[src/rtl/convolver_pkg.sv]
// ----------------------------------------------------------------------------
// convolver_pkg
// Shared definitions for the convolver datapath stages.
//   state_t      : accumulator FSM state encoding (IDLE / ACCUM / DONE)
//   clog2        : ceiling log2 for elaboration-time sizing
//   num_taps     : KERNEL_SIZE**2
//   beats        : clocks needed to reduce all taps at LANES per clock
//   sat_max/min  : signed saturation limits for a given output width
// ----------------------------------------------------------------------------
package convolver_pkg;

    typedef enum logic [1:0] {
        IDLE  = 2'd0,
        ACCUM = 2'd1,
        DONE  = 2'd2
    } state_t;

    function automatic int unsigned clog2(input int unsigned value);
        int unsigned result;
        int unsigned rem;
        result = 0;
        rem    = (value > 0) ? value - 1 : 0;
        while (rem > 0) begin
            result = result + 1;
            rem    = rem >> 1;
        end
        return result;
    endfunction

    function automatic int unsigned num_taps(input int unsigned kernel_size);
        return kernel_size * kernel_size;
    endfunction

    function automatic int unsigned beats(input int unsigned kernel_size,
                                          input int unsigned lanes);
        return num_taps(kernel_size) / lanes;
    endfunction

    function automatic longint sat_max(input int unsigned data_width);
        return (longint'(1) <<< (data_width - 1)) - 1;
    endfunction

    function automatic longint sat_min(input int unsigned data_width);
        return -(longint'(1) <<< (data_width - 1));
    endfunction

endpackage

[src/rtl/product_accumulator_if.sv]
// ----------------------------------------------------------------------------
// product_accumulator_if
// Handshake bundle between the multiplier stage, the product accumulator and
// the output pixel buffer.
//   in_valid/in_ready   : product vector handshake (upstream -> accumulator)
//   products            : NUM_TAPS signed lanes, lane j at [j*DATA_WIDTH +: DATA_WIDTH]
//   bias                : optional initial accumulator value
//                         (present only with PRODUCT_ACCUMULATOR_BIAS_EN)
//   out_valid/out_ready : sum handshake (accumulator -> downstream)
//   sum, overflow       : saturated result and clamp flag
// Modports: master = upstream/downstream side, slave = accumulator.
// ----------------------------------------------------------------------------
interface product_accumulator_if #(
    parameter int unsigned DATA_WIDTH = 16,
    parameter int unsigned NUM_TAPS   = 25
);
    logic                           in_valid;
    logic                           in_ready;
    logic [NUM_TAPS*DATA_WIDTH-1:0] products;
`ifdef PRODUCT_ACCUMULATOR_BIAS_EN
    logic signed [DATA_WIDTH-1:0]   bias;
`endif
    logic                           out_valid;
    logic                           out_ready;
    logic [DATA_WIDTH-1:0]          sum;
    logic                           overflow;

    modport master (
        output in_valid,
        output products,
`ifdef PRODUCT_ACCUMULATOR_BIAS_EN
        output bias,
`endif
        output out_ready,
        input  in_ready,
        input  out_valid,
        input  sum,
        input  overflow
    );

    modport slave (
        input  in_valid,
        input  products,
`ifdef PRODUCT_ACCUMULATOR_BIAS_EN
        input  bias,
`endif
        input  out_ready,
        output in_ready,
        output out_valid,
        output sum,
        output overflow
    );
endinterface

[src/rtl/product_accumulator_saturate_clamp.sv]
// ----------------------------------------------------------------------------
// saturate_clamp
// Combinational clamp of a signed ACC_WIDTH value into signed DATA_WIDTH.
//   i_acc      : signed accumulator value
//   o_value    : clamped value (SAT_MAX / SAT_MIN / low bits)
//   o_overflow : high when clamping occurred
// ----------------------------------------------------------------------------
module saturate_clamp
    import convolver_pkg::*;
#(
    parameter int unsigned ACC_WIDTH  = 24,
    parameter int unsigned DATA_WIDTH = 16
) (
    input  logic signed [ACC_WIDTH-1:0] i_acc,
    output logic [DATA_WIDTH-1:0]       o_value,
    output logic                        o_overflow
);
    localparam logic signed [ACC_WIDTH-1:0] SAT_MAX = ACC_WIDTH'(sat_max(DATA_WIDTH));
    localparam logic signed [ACC_WIDTH-1:0] SAT_MIN = ACC_WIDTH'(sat_min(DATA_WIDTH));

    always_comb begin
        o_value    = i_acc[DATA_WIDTH-1:0];
        o_overflow = 1'b0;
        if (i_acc > SAT_MAX) begin
            o_value    = SAT_MAX[DATA_WIDTH-1:0];
            o_overflow = 1'b1;
        end else if (i_acc < SAT_MIN) begin
            o_value    = SAT_MIN[DATA_WIDTH-1:0];
            o_overflow = 1'b1;
        end
    end
endmodule

[src/rtl/product_accumulator.sv]
// ----------------------------------------------------------------------------
// product_accumulator
// Reduces KERNEL_SIZE**2 signed tap products into one saturated pixel,
// adding LANES products per clock over BEATS clocks.
//   clk      : rising-edge clock
//   reset_n  : synchronous active-low reset
//   bus      : product_accumulator_if.slave (in/out handshakes, products,
//              sum, overflow, optional bias)
// Optional feature: define PRODUCT_ACCUMULATOR_BIAS_EN to add a bias input
// that seeds the accumulator on the accepting edge.
// ----------------------------------------------------------------------------
module product_accumulator
    import convolver_pkg::*;
#(
    parameter int unsigned DATA_WIDTH  = 16,
    parameter int unsigned KERNEL_SIZE = 5,
    parameter int unsigned LANES       = 5,
    parameter int unsigned ACC_WIDTH   = 24
) (
    input logic                 clk,
    input logic                 reset_n,
    product_accumulator_if.slave bus
);
    localparam int unsigned NUM_TAPS  = num_taps(KERNEL_SIZE);
    localparam int unsigned BEATS     = beats(KERNEL_SIZE, LANES);
    localparam int unsigned BEAT_W    = (clog2(BEATS) > 0) ? clog2(BEATS) : 1;
    localparam logic [BEAT_W-1:0] LAST_BEAT = BEAT_W'(BEATS - 1);

    state_t                         r_state;
    state_t                         w_state_next;
    logic [NUM_TAPS*DATA_WIDTH-1:0] r_vec;
    logic signed [ACC_WIDTH-1:0]    r_acc;
    logic signed [ACC_WIDTH-1:0]    w_beat_sum;
    logic signed [ACC_WIDTH-1:0]    w_acc_next;
    logic signed [ACC_WIDTH-1:0]    w_init_acc;
    logic [BEAT_W-1:0]              r_beat;
    logic [DATA_WIDTH-1:0]          r_sum;
    logic                           r_overflow;
    logic [DATA_WIDTH-1:0]          w_clamp_value;
    logic                           w_clamp_ovf;
    logic                           w_accept;
    logic                           w_last;

    assign w_accept = (r_state == IDLE) && bus.in_valid;
    assign w_last   = (r_state == ACCUM) && (r_beat == LAST_BEAT);

`ifdef PRODUCT_ACCUMULATOR_BIAS_EN
    assign w_init_acc = ACC_WIDTH'(bus.bias);
`else
    assign w_init_acc = '0;
`endif

    // State register
    always_ff @(posedge clk) begin
        if (!reset_n) begin
            r_state <= IDLE;
        end else begin
            r_state <= w_state_next;
        end
    end

    // Next state and handshake outputs
    always_comb begin
        w_state_next  = r_state;
        bus.in_ready  = 1'b0;
        bus.out_valid = 1'b0;
        case (r_state)
            IDLE: begin
                bus.in_ready = 1'b1;
                if (bus.in_valid) begin
                    w_state_next = ACCUM;
                end
            end
            ACCUM: begin
                if (r_beat == LAST_BEAT) begin
                    w_state_next = DONE;
                end
            end
            DONE: begin
                bus.out_valid = 1'b1;
                if (bus.out_ready) begin
                    w_state_next = IDLE;
                end
            end
            default: w_state_next = IDLE;
        endcase
    end

    // Sign-extended sum of the LANES products selected by the current beat
    always_comb begin
        w_beat_sum = '0;
        for (int unsigned l = 0; l < LANES; l++) begin
            w_beat_sum = w_beat_sum + ACC_WIDTH'(signed'(
                r_vec[(int'(r_beat) * LANES + l) * DATA_WIDTH +: DATA_WIDTH]));
        end
    end

    assign w_acc_next = r_acc + w_beat_sum;

    saturate_clamp #(
        .ACC_WIDTH  (ACC_WIDTH),
        .DATA_WIDTH (DATA_WIDTH)
    ) u_clamp (
        .i_acc      (w_acc_next),
        .o_value    (w_clamp_value),
        .o_overflow (w_clamp_ovf)
    );

    // Datapath: capture, accumulate, register the clamped final total
    always_ff @(posedge clk) begin
        if (!reset_n) begin
            r_vec      <= '0;
            r_acc      <= '0;
            r_beat     <= '0;
            r_sum      <= '0;
            r_overflow <= 1'b0;
        end else begin
            if (w_accept) begin
                r_vec  <= bus.products;
                r_acc  <= w_init_acc;
                r_beat <= '0;
            end else if (r_state == ACCUM) begin
                r_acc  <= w_acc_next;
                r_beat <= r_beat + BEAT_W'(1);
                if (w_last) begin
                    r_sum      <= w_clamp_value;
                    r_overflow <= w_clamp_ovf;
                end
            end
        end
    end

    assign bus.sum      = r_sum;
    assign bus.overflow = r_overflow;
endmodule

[src/flat_wrapper.sv]
// flat-port wrapper written by rule: the top's interface ports become plain ports
module product_accumulator_flat import convolver_pkg::*;
#(
    parameter int unsigned DATA_WIDTH  = 16,
    parameter int unsigned KERNEL_SIZE = 5,
    parameter int unsigned LANES       = 5,
    parameter int unsigned ACC_WIDTH   = 24
)
  (clk, reset_n, bus_in_valid, bus_products, bus_out_ready, bus_in_ready, bus_out_valid, bus_sum, bus_overflow);
  product_accumulator_if #(.DATA_WIDTH(DATA_WIDTH), .NUM_TAPS((25))) bus_i ();
  input logic clk;
  input logic reset_n;
  input wire logic [$bits(bus_i.in_valid)-1:0] bus_in_valid;
  input wire logic [$bits(bus_i.products)-1:0] bus_products;
  input wire logic [$bits(bus_i.out_ready)-1:0] bus_out_ready;
  output wire logic [$bits(bus_i.in_ready)-1:0] bus_in_ready;
  output wire logic [$bits(bus_i.out_valid)-1:0] bus_out_valid;
  output wire logic [$bits(bus_i.sum)-1:0] bus_sum;
  output wire logic [$bits(bus_i.overflow)-1:0] bus_overflow;
  assign bus_i.in_valid = bus_in_valid;
  assign bus_i.products = bus_products;
  assign bus_i.out_ready = bus_out_ready;
  assign bus_in_ready = bus_i.in_ready;
  assign bus_out_valid = bus_i.out_valid;
  assign bus_sum = bus_i.sum;
  assign bus_overflow = bus_i.overflow;
  product_accumulator #(.DATA_WIDTH(DATA_WIDTH), .KERNEL_SIZE(KERNEL_SIZE), .LANES(LANES), .ACC_WIDTH(ACC_WIDTH)) u_core (.clk(clk), .reset_n(reset_n), .bus(bus_i));
endmodule
[config.mk]
export PLATFORM = sky130hd
export DESIGN_NAME = product_accumulator_flat
export DESIGN_NICKNAME = d
export VERILOG_FILES = /design/src/rtl/convolver_pkg.sv /design/src/rtl/product_accumulator_if.sv /design/src/rtl/product_accumulator_saturate_clamp.sv /design/src/rtl/product_accumulator.sv /design/src/flat_wrapper.sv
export SDC_FILE = /design/constraint.sdc
export NUM_CORES = 1
export LEC_CHECK = 0
export CAP_MARGIN = 15
export CORE_MARGIN = 1.5
export CORE_UTILIZATION = 49
export CTS_BUF_LIST = sky130_fd_sc_hd__clkbuf_4 sky130_fd_sc_hd__clkbuf_8
export DETAILED_ROUTE_END_ITERATION = 6
export GPL_TIMING_DRIVEN = 0
export PLACE_DENSITY = 0.88
export SLEW_MARGIN = 20
export SYNTH_ARGS = -nofsm -noshare
export SYNTH_HDL_FRONTEND = slang
export SYNTH_SLANG_ARGS = --single-unit
[constraint.sdc]
create_clock -name clk -period 7.5 [get_ports clk]
set_input_delay 1.875 -clock clk [delete_from_list [all_inputs] [get_ports clk]]
set_output_delay 1.875 -clock clk [all_outputs]
set_load 0.01 [all_outputs]
* Yosys cells after proc, flatten, opt, wreduce, memory -nomap -nowiden
Cells that the tools add are included.
W data, S select, Z words.
** Storage, ports and cells
- Flip-flop bits (word level) :: 446
- Output and inout bits :: 19
- Word-level logic and storage cells :: 48
** Operators by class
- $add $sub $neg :: 10
- Multipliers :: 1
- Magnitude comparators :: 2
- Equal/unequal tests :: 6
- Shift-type cells :: 5
- Muxes and demuxes :: 10
- Bitwise gates (word level) :: 2
- Reduce and logical (&&, ||, !) cells :: 6
** Operators with widths (count)
- $shiftx A400 B12 Y16 :: 4
- $shiftx A400 B11 Y16 :: 1
- $add A24 B16 Y24 :: 2
- $mux W16 :: 2
- $add A24 B24 Y24 :: 1
- $gt A24 B16 Y1 const B :: 1
- $lt A24 B16 Y1 const B :: 1
- $add A17 B16 Y18 :: 1
- $add A16 B16 Y17 :: 1
- $add A6 B2 Y7 const B :: 2
- $add A6 B1 Y7 const B :: 1
- $add A6 B3 Y7 const B :: 1
- $mul A3 B3 Y6 const B :: 1
- $mux W2 :: 3
- $ne A2 B2 Y1 const B :: 3
- $pmux W2 S3 :: 1
- $reduce_and A3 Y1 :: 2
- $mux W1 :: 4
- $add A3 B1 Y3 const B :: 1
- $eq A3 B3 Y1 const B :: 1
- $eq A2 B1 Y1 const B :: 1
- $eq A2 B2 Y1 const B :: 1
- $logic_and A1 B1 Y1 :: 2
- $logic_not A2 Y1 :: 1
- 2 further kinds :: 3

* Longest topological paths before layout
- Depth in word-level cells :: 11
- Depth in mapped cells :: 34
- Mapped depth without buffers :: 30

* Cells and area by module
Synthesis repeated with hierarchy kept, for this count alone.
** Second synthesis, totals
- Cells, all modules :: 2553
- Area, all modules :: 22412.7 µm²
** Modules (own cells, without submodules)
- product_accumulator :: times used 1, cells an instance 2508, area an instance 22112.5 µm², seq. area each 8928.6 µm²
- saturate_clamp :: times used 1, cells an instance 45, area an instance 300.3 µm², seq. area each 0.0 µm²

* Worst setup path before layout
Ideal clock, no wire load.
- Path type :: register to register
- From :: reg u_core.r_beat[0]
- To :: reg u_core.r_sum[14] (netlist: u_core.bus.sum[14])
- Arrival time :: 7833 ps
- Path slack :: -467 ps
- Stages on the path, launching flop included :: 34
- Path buffers :: 5
- Period minus slack after synthesis :: 7967 ps
- Cells stage by stage :: dfxtp_1 -> clkbuf_1 -> buf_1 -> buf_1 -> mux4_2 -> a22oi_1 -> fa_1 -> inv_1 -> ha_1 -> fa_1 -> a21o_1 -> a21oi_1 -> o21bai_1 -> a21oi_1 -> o21ai_0 -> a21oi_1 -> o211ai_1 -> a21oi_1 -> xor2_1 -> fa_1 -> fa_1 -> inv_1 -> ha_1 -> clkbuf_2 -> o21a_1 -> o211ai_2 -> o22ai_1 -> o21a_1 -> o31a_1 -> o2111a_1 -> a211o_4 -> o31ai_4 -> buf_6 -> o22ai_1
** Between the ends
- Word-level cells in the longest chain between the ends :: 11
** RTL lines
- start, declared :: line product_accumulator.sv:36 : logic [BEAT_W-1:0] r_beat;
- start signal, assigned :: line product_accumulator.sv:124 : r_beat <= r_beat + BEAT_W'(1);
- $mul A3 B3 Y6 :: line product_accumulator.sv:94 : r_vec[(int'(r_beat) * LANES + l) * DATA_WIDTH +: DATA_WIDTH]));
- $add A6 B1 Y7 :: line product_accumulator.sv:94
- $shiftx A400 B12 Y16 :: line product_accumulator.sv:94
- $add A16 B16 Y17 :: line product_accumulator.sv:93 : w_beat_sum = w_beat_sum + ACC_WIDTH'(signed'(
- $add A17 B16 Y18 :: line product_accumulator.sv:93
- $add A24 B16 Y24 (2 in series) :: line product_accumulator.sv:93
- $add A24 B24 Y24 :: line product_accumulator.sv:98 : assign w_acc_next = r_acc + w_beat_sum;
- $lt A24 B16 Y1 :: line product_accumulator_saturate_clamp.sv:27 : end else if (i_acc < SAT_MIN) begin
- $mux W16 :: line product_accumulator_saturate_clamp.sv:27
- $mux W16 :: line product_accumulator_saturate_clamp.sv:24 : if (i_acc > SAT_MAX) begin
- end signal, assigned :: line product_accumulator.sv:126 : r_sum <= w_clamp_value;
- end, declared :: line product_accumulator.sv:37 : logic [DATA_WIDTH-1:0] r_sum;
Several ways; a longest one is shown, not always the timed one.
A chain may end at the register's enable or synchronous reset.

* Final worst setup path
- From :: reg u_core.r_beat[0]
- To :: reg u_core.r_sum[7] (netlist: u_core.bus.sum[7])
The elaborated chain is that of the path after synthesis.

==> impl_metrics.env <==
export IMPL_outcome="finished with violations"
export IMPL_violations="design-rule violations, negative setup slack"
export IMPL_dieArea_sq_um=46540
export IMPL_initial_utilization=0.4992
export IMPL_clock_latency_ps=660
export IMPL_crit_path_max_fanout=8
export IMPL_num_vias=21720
export IMPL_cts_buffer_depth=3
export IMPL_max_stage_delay_ps=540
export IMPL_drt_iter0_markers=2272
export IMPL_wl_per_cell_um=23.01
export IMPL_synth_common_cells="nand2_1, dfxtp_1, a21boi_0"
export IMPL_synth_nets=3024
export IMPL_setup_viol=16
export IMPL_grt_pass1_wl_mm=125.3
export IMPL_report_final_slew_viol_count=0
export IMPL_gp_congestion=0.9685
export IMPL_min_period_over_period=1.031
export IMPL_rr_startpoint="u_core.r_beat[0]$_SDFFE_PP0N_"
export IMPL_fmax_mhz=129.3
export IMPL_synth_edf_count=0
export IMPL_ctsHoldBuffers=0
export IMPL_hold_viol_final=0
export IMPL_drcViolationCount=14
export IMPL_endpoint_kind="flop"
export IMPL_ys_seq_area_frac=0.4027
export IMPL_synth_cells=2520
export IMPL_final_nets=3571
export IMPL_nFillCells=3416
export IMPL_pin_count=423
export IMPL_worst_clock_skew_ps=38.57
export IMPL_async_flop_share=0
export IMPL_setup_slack_ps=-231.3
export IMPL_drive_gt1_frac=0.1141
export IMPL_synth_area_leader_cell="dfxtp_1"
export IMPL_min_from="u_core.r_acc[16]$_SDFFE_PP0N_"
export IMPL_track_usage=0.3570
export IMPL_synthFlopType="dfxtp_1"
export IMPL_clock_root_buffer="clkbuf_8"
export IMPL_antenna_found_initial=4
export IMPL_multi_input_area_sq_um=12550
export IMPL_ys_ff_latch=446
export IMPL_area_growth_pct=33.85
export IMPL_worstPathRequired_ps=8020
export IMPL_core_sq_um=44410
export IMPL_syn_mean_instance_area_sq_um=8.799
export IMPL_yosysMostFrequentCell="nand2_1"
export IMPL_hp_class="flop to flop"
export IMPL_netlist_area_sq_um=22170
export IMPL_grt_overflow=0
export IMPL_htree_levels=3
export IMPL_synth_top_cell_area_share=0.4027
export IMPL_die_h_um=215.7
export IMPL_wl_mm=85.51
export IMPL_port_buffers=421
export IMPL_clk_pin_slew_ps=70
export IMPL_dp_hpwl_mm=64.92
export IMPL_slew_headroom=0.1883
export IMPL_reg2reg_depth=31
export IMPL_place_inst=3533
export IMPL_grt_pass1_vias=21710
export IMPL_fin_util=0.6682
export IMPL_holdWs_ps=458.1
export IMPL_start_kind="flop"
export IMPL_grt_max_degree=13
export IMPL_whs_path_depth=2
export IMPL_crit_start="u_core.r_beat[0]$_SDFFE_PP0N_"
export IMPL_worst_slew_pin_transition_ps=1218
export IMPL_leakagePower_nw=11.22
export IMPL_power_density_nw_per_um2=239.2
export IMPL_drt_pre_antenna_iters=7
export IMPL_rows=77
export IMPL_die_x_um=215.7
export IMPL_crit_arrival_ps=8250
export IMPL_layout_cells_non_filler=3716
export IMPL_max_cap_violations=0
export IMPL_critical_path_slowest_cell="mux4_2"
export IMPL_ant_nets=0
export IMPL_clkSinkCount=446
export IMPL_cts_tree="built"
export IMPL_vdd_ir_drop_max_uv=133.5
export IMPL_period_minus_slack_ps=7731
export IMPL_ys_warn_count=0
export IMPL_via_per_inst=5.845
export IMPL_ff_latch_area_sq_um=8937
export IMPL_cts_buffers=73
export IMPL_crit_type="flop to flop"
export IMPL_rsz0062_at_grt="yes"
export IMPL_yosysUniqueCellTypes=62
export IMPL_synth_area_top_cells="dfxtp_1, nand2_1, a21boi_0"
[registers in the layout, summed over array words and instances (netlist names)]
register,flops
u_core.bus.overflow,1
u_core.bus.sum,16
u_core.r_acc,24
u_core.r_beat,3
u_core.r_state,2
u_core.r_vec,400
[worst max-delay path, delay by kind of cell (launching register included)]
family	cells	cell delay [ps]
AO/OA/AOI/OAI	16	3020
adder cells (fa/ha/maj)	6	2310
buffers and inverters	7	870
multiplexers	1	540
XOR/XNOR	1	430
flip-flops	1	390
[final timing paths]
| path | endpoint | slack (ps) |
|---|---|---|
| max | u_core.bus.sum[7]$_SDFFE_PN0P_ | -230 |
| max reg2reg | u_core.bus.sum[7]$_SDFFE_PN0P_ | -230 |
| min reg2reg | u_core.r_acc[16]$_SDFFE_PP0N_ | 460 |
| min | u_core.r_acc[16]$_SDFFE_PP0N_ | 460 |
[metal layers]
metal	vias up	share of wire	GRT usage
li1	9625	-	-
met2	1351	0.46	0.5748
met5	-	0.00036	0
met4	4	0.068	0.2310
met1	10416	0.38	0.4369
met3	324	0.094	0.07089
[through the flow]
stage | setup TNS [ps] | setup slack [ps] | total power, mW | instance area (sq um)
global placement | -45040 | -1976 | 4.474 | 27160
floorplan | 0 | 1.791 | 3.828 | 22200
finish | -3292 | -231.3 | 7.100 | 29680
detailed placement | -48940 | -2119 | 4.529 | 27160
CTS | -512.6 | -51.05 | 6.991 | 29490
global route | -6961 | -432.2 | 7.354 | 29670
[cell families after synthesis]
logic type / synth area share
adder cells (fa/ha/maj): 0.07607
XOR/XNOR: 0.01304
AO/OA/AOI/OAI: 0.2136
AND/OR/NAND/NOR: 0.1679
multiplexers: 0.08160
buffers and inverters: 0.04514
flip-flops: 0.4027
[report_power, final]
group	internal (mW)	switching (mW)	leakage (nW)	total, mW
registers	2.52	0.0858	3.66	2.60
logic	0.961	1.24	6.74	2.20
clock network	1.27	1.03	0.826	2.30
[layout make-up]
| type | count | share of cell area |
|---|---|---|
| multi-input cells | 1812 | 0.4228 |
| well taps | 592 | 0.02496 |
| diodes | 3 | 0.0002530 |
| clock buffers | 115 | 0.04890 |
| flip-flops and latches | 446 | 0.3011 |
| plain buffers | 183 | 0.03204 |
| clock inverters | 14 | 0.004005 |
| repair buffers | 475 | 0.1562 |
| inverters | 76 | 0.009739 |
[placed cells by master (no fill, tap or decap), types with 5 or more instances in the layout]
cell type | Yosys | routed
a22o_1 | 43 | 41
buf_8 | 0 | 5
o211ai_1 | 7 | 7
buf_4 | 0 | 51
nand2b_1 | 15 | 15
a21oi_1 | 46 | 39
buf_6 | 2 | 7
xor2_1 | 11 | 9
clkbuf_4 | 0 | 26
dfxtp_1 | 446 | 443
ha_1 | 42 | 35
o22ai_1 | 18 | 14
nor2_1 | 37 | 36
clkdlybuf4s50_1 | 0 | 421
inv_1 | 75 | 73
a22oi_1 | 36 | 30
o21a_1 | 11 | 11
clkinv_2 | 0 | 6
nand2_1 | 857 | 857
clkbuf_8 | 0 | 97
fa_1 | 58 | 55
nand4_1 | 7 | 7
mux4_2 | 78 | 78
o21ai_0 | 29 | 26
a22oi_2 | 0 | 6
ha_2 | 0 | 5
a21boi_0 | 402 | 402
nand3_1 | 9 | 9
clkbuf_1 | 175 | 154
a21o_1 | 10 | 10
clkinvlp_4 | 0 | 5
xnor2_1 | 22 | 21
a21oi_2 | 1 | 7
nor3_1 | 11 | 8
[what timing repair did]
action / in CTS / in global routing
pin swaps: 56 / 10
cloned: 1 / 0
setup buffers: 41 / 12
setup endpoints to repair: 31 / 21
endpoints found under the hold margin: 0 / 0
resized for setup: 108 / 23
Power figures use the tool's default switching activity.
